## config.mk

```make
export PLATFORM = sky130hd
export DESIGN_NAME = axis_adc_averager_flat
export DESIGN_NICKNAME = d
export VERILOG_FILES = /design/src/rtl/axis_adc_averager_if.sv /design/src/rtl/axis_adc_averager.sv /design/src/flat_wrapper.sv
export SDC_FILE = /design/constraint.sdc
export NUM_CORES = 1
export LEC_CHECK = 0
export BUFFER_PORTS_ARGS = -buffer_cell sky130_fd_sc_hd__buf_2
export CORE_MARGIN = 5
export CORE_UTILIZATION = 35
export CTS_BUF_LIST = sky130_fd_sc_hd__clkbuf_16
export DETAILED_ROUTE_END_ITERATION = 10
export SETUP_SLACK_MARGIN = 0.1
export SLEW_MARGIN = 20
export SYNTH_ARGS = -nofsm -noshare
export SYNTH_HDL_FRONTEND = slang
export SYNTH_SLANG_ARGS = --single-unit
```

## constraint.sdc

```tcl
create_clock -name aclk -period 7.1 [get_ports aclk]
set_input_delay 0.355 -clock aclk [delete_from_list [all_inputs] [get_ports aclk]]
set_output_delay 0.355 -clock aclk [all_outputs]
set_load 0.005 [all_outputs]
```

## src/rtl/axis_adc_averager_if.sv

```systemverilog
// AXI4-Stream channel bundle used on both sides of the ADC averager.
interface axis_adc_averager_if #(
    parameter int DW = 32
);
    logic          tvalid;
    logic          tready;
    logic [DW-1:0] tdata;

    modport master (output tvalid, output tdata, input tready);
    modport slave  (input tvalid, input tdata, output tready);
endinterface

```

## src/rtl/axis_adc_averager.sv

```systemverilog
// Decimating boxcar averager for packed {B, A} ADC sample pairs.
// Sums 2^cur_shift samples per channel and emits the floored mean on a registered stream.
module axis_adc_averager #(
    parameter int SAMPLE_WIDTH = 16,
    parameter int MAX_SHIFT    = 10
) (
    input  logic                 aclk,
    input  logic                 areset,
    input  logic [3:0]           cfg_shift,
    axis_adc_averager_if.slave   s_axis,
    axis_adc_averager_if.master  m_axis,
    output logic [31:0]          sts_overrun
);
    localparam int AW = SAMPLE_WIDTH + MAX_SHIFT;
    localparam int CW = MAX_SHIFT;

    logic signed [AW-1:0]      acc_a_q, acc_a_d, acc_b_q, acc_b_d;
    logic signed [AW-1:0]      ext_a, ext_b, sum_a, sum_b;
    logic [CW-1:0]             cnt_q, cnt_d, last_cnt;
    logic [3:0]                cur_shift_q, cur_shift_d, shift_eff;
    logic                      m_valid_q, m_valid_d;
    logic [2*SAMPLE_WIDTH-1:0] m_data_q, m_data_d;
    logic [31:0]               ovr_q, ovr_d;
    logic                      hs, blk_end;

    always_comb begin
        acc_a_d     = acc_a_q;
        acc_b_d     = acc_b_q;
        cnt_d       = cnt_q;
        cur_shift_d = cur_shift_q;
        m_valid_d   = m_valid_q;
        m_data_d    = m_data_q;
        ovr_d       = ovr_q;

        hs = s_axis.tvalid & ~areset;

        // The block's ratio is taken from cfg_shift only on its first sample.
        if (cnt_q == '0)
            shift_eff = (cfg_shift > 4'(MAX_SHIFT)) ? 4'(MAX_SHIFT) : cfg_shift;
        else
            shift_eff = cur_shift_q;

        last_cnt = ~({CW{1'b1}} << shift_eff);

        ext_a = {{MAX_SHIFT{s_axis.tdata[SAMPLE_WIDTH-1]}}, s_axis.tdata[SAMPLE_WIDTH-1:0]};
        ext_b = {{MAX_SHIFT{s_axis.tdata[2*SAMPLE_WIDTH-1]}},
                 s_axis.tdata[2*SAMPLE_WIDTH-1:SAMPLE_WIDTH]};
        sum_a = (cnt_q == '0) ? ext_a : acc_a_q + ext_a;
        sum_b = (cnt_q == '0) ? ext_b : acc_b_q + ext_b;

        blk_end = hs && (cnt_q == last_cnt);

        if (hs) begin
            acc_a_d     = sum_a;
            acc_b_d     = sum_b;
            cur_shift_d = shift_eff;
            cnt_d       = blk_end ? '0 : cnt_q + CW'(1);
        end

        if (blk_end) begin
            if (!m_valid_q || m_axis.tready) begin
                m_valid_d = 1'b1;
                m_data_d  = {SAMPLE_WIDTH'(sum_b >>> shift_eff),
                             SAMPLE_WIDTH'(sum_a >>> shift_eff)};
            end else if (ovr_q != '1) begin
                ovr_d = ovr_q + 32'd1;
            end
        end else if (m_valid_q && m_axis.tready) begin
            m_valid_d = 1'b0;
        end
    end

    always_ff @(posedge aclk) begin
        if (areset) begin
            acc_a_q     <= '0;
            acc_b_q     <= '0;
            cnt_q       <= '0;
            cur_shift_q <= '0;
            m_valid_q   <= 1'b0;
            m_data_q    <= '0;
            ovr_q       <= '0;
        end else begin
            acc_a_q     <= acc_a_d;
            acc_b_q     <= acc_b_d;
            cnt_q       <= cnt_d;
            cur_shift_q <= cur_shift_d;
            m_valid_q   <= m_valid_d;
            m_data_q    <= m_data_d;
            ovr_q       <= ovr_d;
        end
    end

    assign s_axis.tready = ~areset;
    assign m_axis.tvalid = m_valid_q;
    assign m_axis.tdata  = m_data_q;
    assign sts_overrun   = ovr_q;
endmodule
```

## src/flat_wrapper.sv

```systemverilog
// flat-port wrapper written by rule: the top's interface ports become plain ports
module axis_adc_averager_flat 
#(
    parameter int SAMPLE_WIDTH = 16,
    parameter int MAX_SHIFT    = 10
)
  (aclk, areset, cfg_shift, sts_overrun, s_axis_tvalid, s_axis_tdata, s_axis_tready, m_axis_tvalid, m_axis_tdata, m_axis_tready);
  axis_adc_averager_if s_axis_i ();
  axis_adc_averager_if m_axis_i ();
  input  logic aclk;
  input  logic areset;
  input  logic [3:0] cfg_shift;
  output logic [31:0] sts_overrun;
  input wire logic [$bits(s_axis_i.tvalid)-1:0] s_axis_tvalid;
  input wire logic [$bits(s_axis_i.tdata)-1:0] s_axis_tdata;
  output wire logic [$bits(s_axis_i.tready)-1:0] s_axis_tready;
  output wire logic [$bits(m_axis_i.tvalid)-1:0] m_axis_tvalid;
  output wire logic [$bits(m_axis_i.tdata)-1:0] m_axis_tdata;
  input wire logic [$bits(m_axis_i.tready)-1:0] m_axis_tready;
  assign s_axis_i.tvalid = s_axis_tvalid;
  assign s_axis_i.tdata = s_axis_tdata;
  assign s_axis_tready = s_axis_i.tready;
  assign m_axis_tvalid = m_axis_i.tvalid;
  assign m_axis_tdata = m_axis_i.tdata;
  assign m_axis_i.tready = m_axis_tready;
  axis_adc_averager #(.SAMPLE_WIDTH(SAMPLE_WIDTH), .MAX_SHIFT(MAX_SHIFT)) u_core (.aclk(aclk), .areset(areset), .cfg_shift(cfg_shift), .s_axis(s_axis_i), .m_axis(m_axis_i), .sts_overrun(sts_overrun));
endmodule
```

==> results.md, run 1 <==
- Critical path, cell by cell: inv_1 -> ha_1 -> or4b_1 -> nor3_4 -> buf_4 -> mux2i_1 -> mux2_2 -> a32oi_4 -> nand4_1 -> a2111oi_4 -> nand2_1 -> or3_1 -> a21oi_1
- CP Max Fanout: 56
- Detailed Route WL: 40.7 mm
- Leakage power: 5.15 nW
- Clock power frac: 0.312
- Port buffer count: 105
- Share of cells above drive strength 1: 0.120
- Slew of the pin with the lowest slew margin: 1020 ps
- Post-synthesis async set-or-reset flop share: 0
- Initial core utilization: 0.353
- Routed Antenna Nets: 0
- CTS tree: yes
- Power Internal: 1.61 mW
- Hold-fix buffers, CTS: 0
- ANT cells: 0
- Filler cell count: 3411
- Final Wtd Congestion: 0.942
- Unique masters post-synth: 82
- Worst-path clk slew: 60 ps
- Via density: 6.06
- Final setup fails: 0
- Seq pwr share: 0.288
- Worst path required time: 7480 ps
- Outcome: finished clean
- CP Capture Type: register
- Sw Share: 0.412
- Final Hold Fails: 0
- Cells after Synth: 1573
- Syn Nets: 1668
- Top FF cell, synth: dfxtp_1
- Synthesized area: 11500 µm²
- CTS Buf Count: 17
- Setup Fix Bufs, Post-CTS: 0
- Htree depth: 4
- Area delta synth->final: 11.7%
- Die width: 191 µm
- Post-synth EDFFs: 0
- Residual DRC: 0
- Crit path from: u_core.cnt_q[0]
- Hold_sp: s_axis_tdata[16]
- Maxcap violations: 0
- Fin Setup TNS: 0 ps
- Vias in the first global route: 11200
- DIE HEIGHT: 191 µm
- Final cycle utilization of the critical path: 0.728
- RR Startpoint: u_core.cnt_q[0]
- F_max: 0.193 GHz
- Crit path arrival time: 5550 ps
- Worst-case clock buffer depth: 2
- Startpoint Class: register
- I/O pin total: 106
- Hold depth: 3
- Die area: 36400 µm²
- Final #Nets: 1696
- Setup Slack @ Placement: 1960 ps
- Slew headroom: 0.315
- Worst-Skew Late Latency: 450 ps
- DR pass1 iterations: 5
- Routed vias: 12400
- Tmin final: 5170 ps
- First-pass GRT wire length: 63.8 mm
- Fin. max-slew vios: 0
- Logic gate share of total power: 0.400
- Grt total ovfl: 0
- Sequential area share after synthesis: 0.229
- Power per cell area: 214 nW/µm²
- Pin count of the biggest net entering global routing: 74
- CTS resizes: 0
- Critical path's slowest cell: a2111oi_4
- RSZ-0062 raised after global routing: false
- Max VDD drop: 192 µV
- Overall power: 2.74 mW
- FF+latch count, synth: 131
- Type of the worst setup path: reg -> reg
- Synth warnings: 0
- DR WL/cell: 19.8 µm
- Rows: 66
- Worst hold path type: in -> reg
- CTS Sinks: 131
- Core area: 32500 µm²
- Initial DRC count: 1182
- DP Wirelength: 30.3 mm
- Final worst slack: 1930 ps
- Antenna violations before repair: 0
- Largest stage delay, worst path: 890 ps
- Net Sw Power: 1.13 mW
- Worst Reg-to-Reg Cells: 13
- Post-synthesis average cell area: 7.28 µm²
- Skew final: 18.2 ps
- Root Driver: clkbuf_16
- GRT Resource Usage Total: 0.217
[cell usage in the layout, fill, tap and decap left out, types with 9 or more instances in the layout]
cell type,Yosys,final
xor2_1,36,36
mux2_2,15,15
nor2_1,199,199
dfxtp_1,131,131
o31ai_1,12,11
nand2_1,161,160
buf_2,6,103
nand4_1,34,34
and3_1,22,22
o21a_1,18,18
buf_4,1,20
nor3_1,45,45
nand3_1,44,43
o21ai_0,98,98
o221ai_1,9,9
clkbuf_16,0,17
mux2i_1,63,61
a211oi_1,68,68
or3_1,26,26
a22oi_1,9,9
a31oi_1,27,27
nor4_1,9,9
and2_1,16,16
xnor2_1,27,27
a21o_1,12,12
inv_1,21,22
or4_1,11,11
ha_1,53,53
a21oi_1,117,117
o211ai_1,27,27
o22ai_1,13,13
[worst max-delay path, delay by kind of cell (launching register included)]
| family | cells | cell delay (ps) |
|---|---|---|
| simple gates | 5 | 1830 |
| mux | 2 | 660 |
| flops | 1 | 350 |
| fa+ha+maj | 1 | 180 |
| compound gates | 3 | 1290 |
| buf+inv | 2 | 780 |
[through the flow]
step,hold slack (ps),std cells,utilization,area (µm²)
global route,241,2054,0.394,12800
floorplan,449,1573,-,11500
finish,226,2054,0.394,12800
CTS,209,2054,0.394,12800
detailed placement,452,2024,0.378,12300
global placement,465,2024,0.378,12300
[worst paths after layout]
path	slack [ps]	endpoint
max	1930	u_core.sts_overrun[31]
min	230	u_core.acc_b_q[0]
max reg2reg	1930	u_core.sts_overrun[31]
min reg2reg	480	u_core.m_axis.tdata[22]
[registers in the layout, summed over array words and instances (netlist names)]
name                  flops
u_core.m_axis.tvalid      1
u_core.acc_a_q           26
u_core.cur_shift_q        4
u_core.m_axis.tdata      32
u_core.cnt_q             10
u_core.sts_overrun       32
u_core.acc_b_q           26
[cell type report]
type	count	area, µm²	area share
sequential	131	2620	0.205
timing repair buffer	123	666	0.0520
inverter	22	82.6	0.00645
clock buffer	17	425	0.0332
clock inverter	13	114	0.00890
tap	442	553	0.0432
multi-input combinational	1306	8330	0.651
[per-layer routing]
metal	share of wire	global-route usage	vias to the layer above
li1	-	-	5963
met1	0.47	0.323	5834
met2	0.41	0.313	602
met3	0.098	0.0516	49
met4	0.020	0.0580	0
met5	0	0	-
[power by group through the flow]
stage / Sequential (mW) / Clock, mW / Combinational [mW]
global route: 0.794 / 0.899 / 1.19
finish: 0.791 / 0.855 / 1.10
CTS: 0.790 / 0.873 / 1.06
global placement: 0.806 / 0 / 1.06
detailed placement: 0.807 / 0 / 1.06
floorplan: 0.796 / 0 / 0.772
[cell usage after synthesis (11+ instances only)]
library cell,instances,area (µm²)
a21oi_1,117,586
o22ai_1,13,81.3
xnor2_1,27,236
buf_1,12,45.0
o211ai_1,27,203
o21ai_0,98,490
nand4_1,34,213
and2_1,16,100
nor2_1,199,747
mux2_2,15,169
nand2_1,161,604
dfxtp_1,131,2620
o21a_1,18,135
mux2i_1,63,631
a31oi_1,27,169
xor2_1,36,315
or4_1,11,82.6
inv_1,21,78.8
and3_1,22,138
nand3_1,44,220
a211oi_1,68,510
a21o_1,12,90.1
nor3_1,45,225
clkbuf_1,94,353
ha_1,53,663
or3_1,26,163
o31ai_1,12,90.1
[logic make-up (layout without fill, tap and decap cells)]
kind of cell / count (synthesis) / after routing / synth area share
buffers and inverters: 136 / 175 / 0.0462
adders and majority gates: 55 / 55 / 0.0614
xor gates and xnor gates: 63 / 63 / 0.0482
and+or+nand+nor: 608 / 608 / 0.251
DFF: 131 / 131 / 0.229
AOI/OAI and AO/OA: 502 / 502 / 0.294
muxes: 78 / 78 / 0.0698
Note: power is estimated with default switching activity, not from simulation.
==> inputs of run 2 (changes only) <==
--- a/config.mk
+++ b/config.mk
@@ -5,6 +5,7 @@
 export SDC_FILE = /design/constraint.sdc
 export NUM_CORES = 1
 export LEC_CHECK = 0
+export ABC_AREA = 1
 export BUFFER_PORTS_ARGS = -buffer_cell sky130_fd_sc_hd__buf_2
 export CORE_MARGIN = 5
 export CORE_UTILIZATION = 35
==> constraint.sdc (replaced) <==
create_clock -name aclk -period 4.3 [get_ports aclk]
set_input_delay 0.215 -clock aclk [delete_from_list [all_inputs] [get_ports aclk]]
set_output_delay 0.215 -clock aclk [all_outputs]
set_load 0.005 [all_outputs]
==> run 2 against run 1 <==
Die area up 9.6%; via count up 17%; largest power group unchanged; critical endpoint is now u_core.m_axis.tdata[30]; combinational power up 55%; routed wire length up 11%; clock power up 78%.
==> results.md, run 2 <==
- CTS Buf Count: 17 (unchanged)
- CTS resizes: 0 (unchanged)
- Fin Setup TNS: 0 ps (unchanged)
- Die area: 39900 µm² (+9.6%)
- Antenna violations before repair: 0 (unchanged)
- Syn Nets: 2366 (+42%)
- RSZ-0062 raised after global routing: false
- Critical path, cell by cell: inv_1 -> ha_1 -> nand3_2 -> nor2_4 -> inv_2 -> nand2_2 -> nand2_4 -> nand2_4 -> inv_2 -> nand3_1 -> and2_1 -> nand4_1 -> nor3_1 -> a21oi_1
- DP Wirelength: 35.1 mm (+16%)
- Power per cell area: 320 nW/µm² (+49%)
- Leakage power: 7.66 nW (+49%)
- Sequential area share after synthesis: 0.208 (-0.0212)
- Final cycle utilization of the critical path: 0.795 (+0.0669)
- Filler cell count: 3998 (+17%)
- Reg2reg end: u_core.m_axis.tdata[30]
- ANT cells: 0 (unchanged)
- DR pass1 iterations: 6 (+1)
- Final Wtd Congestion: 0.921 (-2.2%)
- Final worst slack: 880 ps (-1050 ps)
- Worst hold path type: in -> reg
- Top FF cell, synth: dfxtp_1
- Worst-case clock buffer depth: 2 (unchanged)
- Final non-filler cell area: 14100 µm² (+10%)
- Core area: 35600 µm² (+9.6%)
- Post-synth EDFFs: 0 (unchanged)
- Pin count of the biggest net entering global routing: 55 (-26%)
- Root Driver: clkbuf_16
- Fin cells: 2805 (+37%)
- Sw Share: 0.411 (-0.000959)
- Routed vias: 14500 (+17%)
- Top cell type by total area after synthesis: nand2_1
- Cells after Synth: 2271 (+44%)
- Skew final: 9.65 ps (-8.60 ps)
- Hold-fix buffers, CTS: 0 (unchanged)
- Setup Slack @ Placement: 942 ps (-1010 ps)
- RR Startpoint: u_core.cnt_q[1]
- Tmin final: 3420 ps (-1750 ps)
- Hold Path End: u_core.acc_a_q[0]
- Vias in the first global route: 13700 (+22%)
- Htree depth: 4 (unchanged)
- Worst Reg-to-Reg Cells: 14 (+1)
- DR WL/cell: 16.1 µm (-19%)
- Slew of the pin with the lowest slew margin: 922 ps (-102 ps)
- Overall power: 4.52 mW (+65%)
- Outcome: finished clean
- Residual DRC: 0 (unchanged)
- Synthesized area: 12600 µm² (+10%)
- Cell family with most CP delay: simple AND/OR/NAND/NOR gates
- F_max: 0.292 GHz (+51%)
- Unique masters post-synth: 35 (-57%)
- Routed Antenna Nets: 0 (unchanged)
- Reg-to-reg slack, setup: 880 ps (-1050 ps)
- Power Internal: 2.66 mW (+65%)
- Grt total ovfl: 0 (unchanged)
- First-pass GRT wire length: 71.7 mm (+12%)
- Logic gate share of total power: 0.376 (-0.024)
- Share of cells above drive strength 1: 0.0836 (-0.0367)
- Fin. max-slew vios: 0 (unchanged)
- Largest stage delay, worst path: 720 ps (-170 ps)
- DIE HEIGHT: 200 µm (+4.7%)
- Final setup fails: 0 (unchanged)
- CTS Sinks: 131 (unchanged)
- Rows: 69 (+4.5%)
- FF+latch count, synth: 131 (unchanged)
- Post-synth top area share: 0.225 (-0.00441)
- GRT Resource Usage Total: 0.224 (+0.00659)
- Max VDD drop: 309 µV (+61%)
- Seq pwr share: 0.288 (about the same)
- Most frequent cells in the layout: 754 x nand2_1, 409 x nand3_1, 332 x inv_1
- Worst-path clk slew: 70 ps (about the same)
- Post-synthesis average cell area: 5.56 µm² (-24%)
- Startpoint Class: register
- Via density: 5.17 (-15%)
- Final Hold Fails: 0 (unchanged)
- Clock power frac: 0.336 (+0.024)
- Initial DRC count: 1339 (+13%)
- Final #Nets: 2426 (+43%)
- Net Sw Power: 1.85 mW (+64%)
- Placed instance area: 13500 µm² (+10%)
- Most frequent cells after synthesis: 755 x nand2_1, 409 x nand3_1, 333 x inv_1
- Type of the worst setup path: reg -> reg
- Maxcap violations: 0 (unchanged)
- Die width: 200 µm (+4.7%)
- CTS tree: yes
- Worst path required time: 4600 ps (-2880 ps)
- Worst-Skew Late Latency: 450 ps (about the same)
- Port buffer count: 105 (unchanged)
- Fin util: 0.397 (+0.00247)
- Initial core utilization: 0.355 (+0.00188)
- I/O pin total: 106 (unchanged)
- Commonest non-fill, non-tap cell in the layout: nand2_1
- Top-count cell post-synth: nand2_1
- Hold_sp: s_axis_tdata[0]
- Buf+Inv Stages, Crit Path: 3 (+1)
- CP Max Fanout: 18 (-68%)
- Synth top area cells: nand2_1 22%, dfxtp_1 21%, nand3_1 16%
- Critical path's slowest cell: nor3_1
- Hold depth: 5 (+2)
- Crit path arrival time: 3720 ps (-1830 ps)
- Placed cells: 2773 (+37%)
- Slew headroom: 0.384 (+0.0687)
- Setup Fix Bufs, Post-CTS: 0 (unchanged)
- Detailed Route WL: 45.2 mm (+11%)
- Hold slack final: 165 ps (-61.0 ps)
- CP Capture Type: register
- Area delta synth->final: 11.8% (about the same)
- Post-synthesis async set-or-reset flop share: 0 (unchanged)
- Stages on worst setup path: 14 (+1)
- Synth warnings: 0 (unchanged)
[run 2: cell count changes in the layout (fill, tap and decap cells not counted), moves of 48 or more]
cell,before,now
o21ai_0,98,49
nand3_1,43,409
nand2_1,160,754
nor2_1,199,151
inv_1,22,332
a211oi_1,68,0
mux2i_1,61,2
[run 2: cell families (layout without fill, tap and decap cells)]
logic type,after synthesis,count (layout),synth area share
simple gates,1418,1418,0.486
buf+inv,425,498,0.131
compound gates,197,197,0.0874
flops,131,131,0.208
fa+ha+maj,55,55,0.0557
xor+xnor,43,43,0.0298
mux,2,2,0.00159
[run 2: power groups by stage]
| stage | registers (mW) | clock network [mW] | logic (mW) |
|---|---|---|---|
| 2_1_floorplan | 1.31 | 0 | 1.25 |
| 3_3_place_gp | 1.32 | 0 | 1.66 |
| 3_5_place_dp | 1.33 | 0 | 1.67 |
| 4_1_cts | 1.30 | 1.55 | 1.68 |
| 5_1_grt | 1.30 | 1.61 | 1.92 |
| 6_report | 1.30 | 1.52 | 1.70 |
[run 2: final cells by class]
| type | instances | area [µm²] | share of cell area |
|---|---|---|---|
| well taps | 461 | 577 | 0.0409 |
| inverters | 340 | 1280 | 0.0904 |
| clock inverters | 15 | 173 | 0.0122 |
| flip-flops and latches | 131 | 2620 | 0.186 |
| multi-input cells | 1715 | 8350 | 0.592 |
| clock buffers | 17 | 425 | 0.0301 |
| repair buffers | 126 | 683 | 0.0484 |
[run 2: worst reg2reg max path: cells and delay by family, from the launching register on]
| family | cells | cell delay [ps] |
|---|---|---|
| compound gates | 1 | 160 |
| flops | 1 | 330 |
| buf+inv | 3 | 520 |
| simple gates | 9 | 2070 |
| fa+ha+maj | 1 | 210 |
[run 2: how the worst max path moves through the flow]
stage | end | startpoint | slack [ps]
final | u_core.m_axis.tdata[30] | u_core.cnt_q[1] | 880
after global routing | u_core.m_axis.tdata[15] | u_core.cnt_q[1] | 600
after CTS | u_core.m_axis.tdata[30] | u_core.cnt_q[1] | 930
after detailed placement | u_core.m_axis.tdata[30] | u_core.cnt_q[1] | 940
after global placement | u_core.m_axis.tdata[30] | u_core.cnt_q[1] | 1030
after floorplan | u_core.sts_overrun[21] | u_core.cnt_q[1] | 1810
[run 2: layer usage]
metal	global-route usage	wire [µm]
met5	0	0
met1	0.295	20200
met2	0.376	21100
met3	0.0299	2300
met4	0.0813	1550
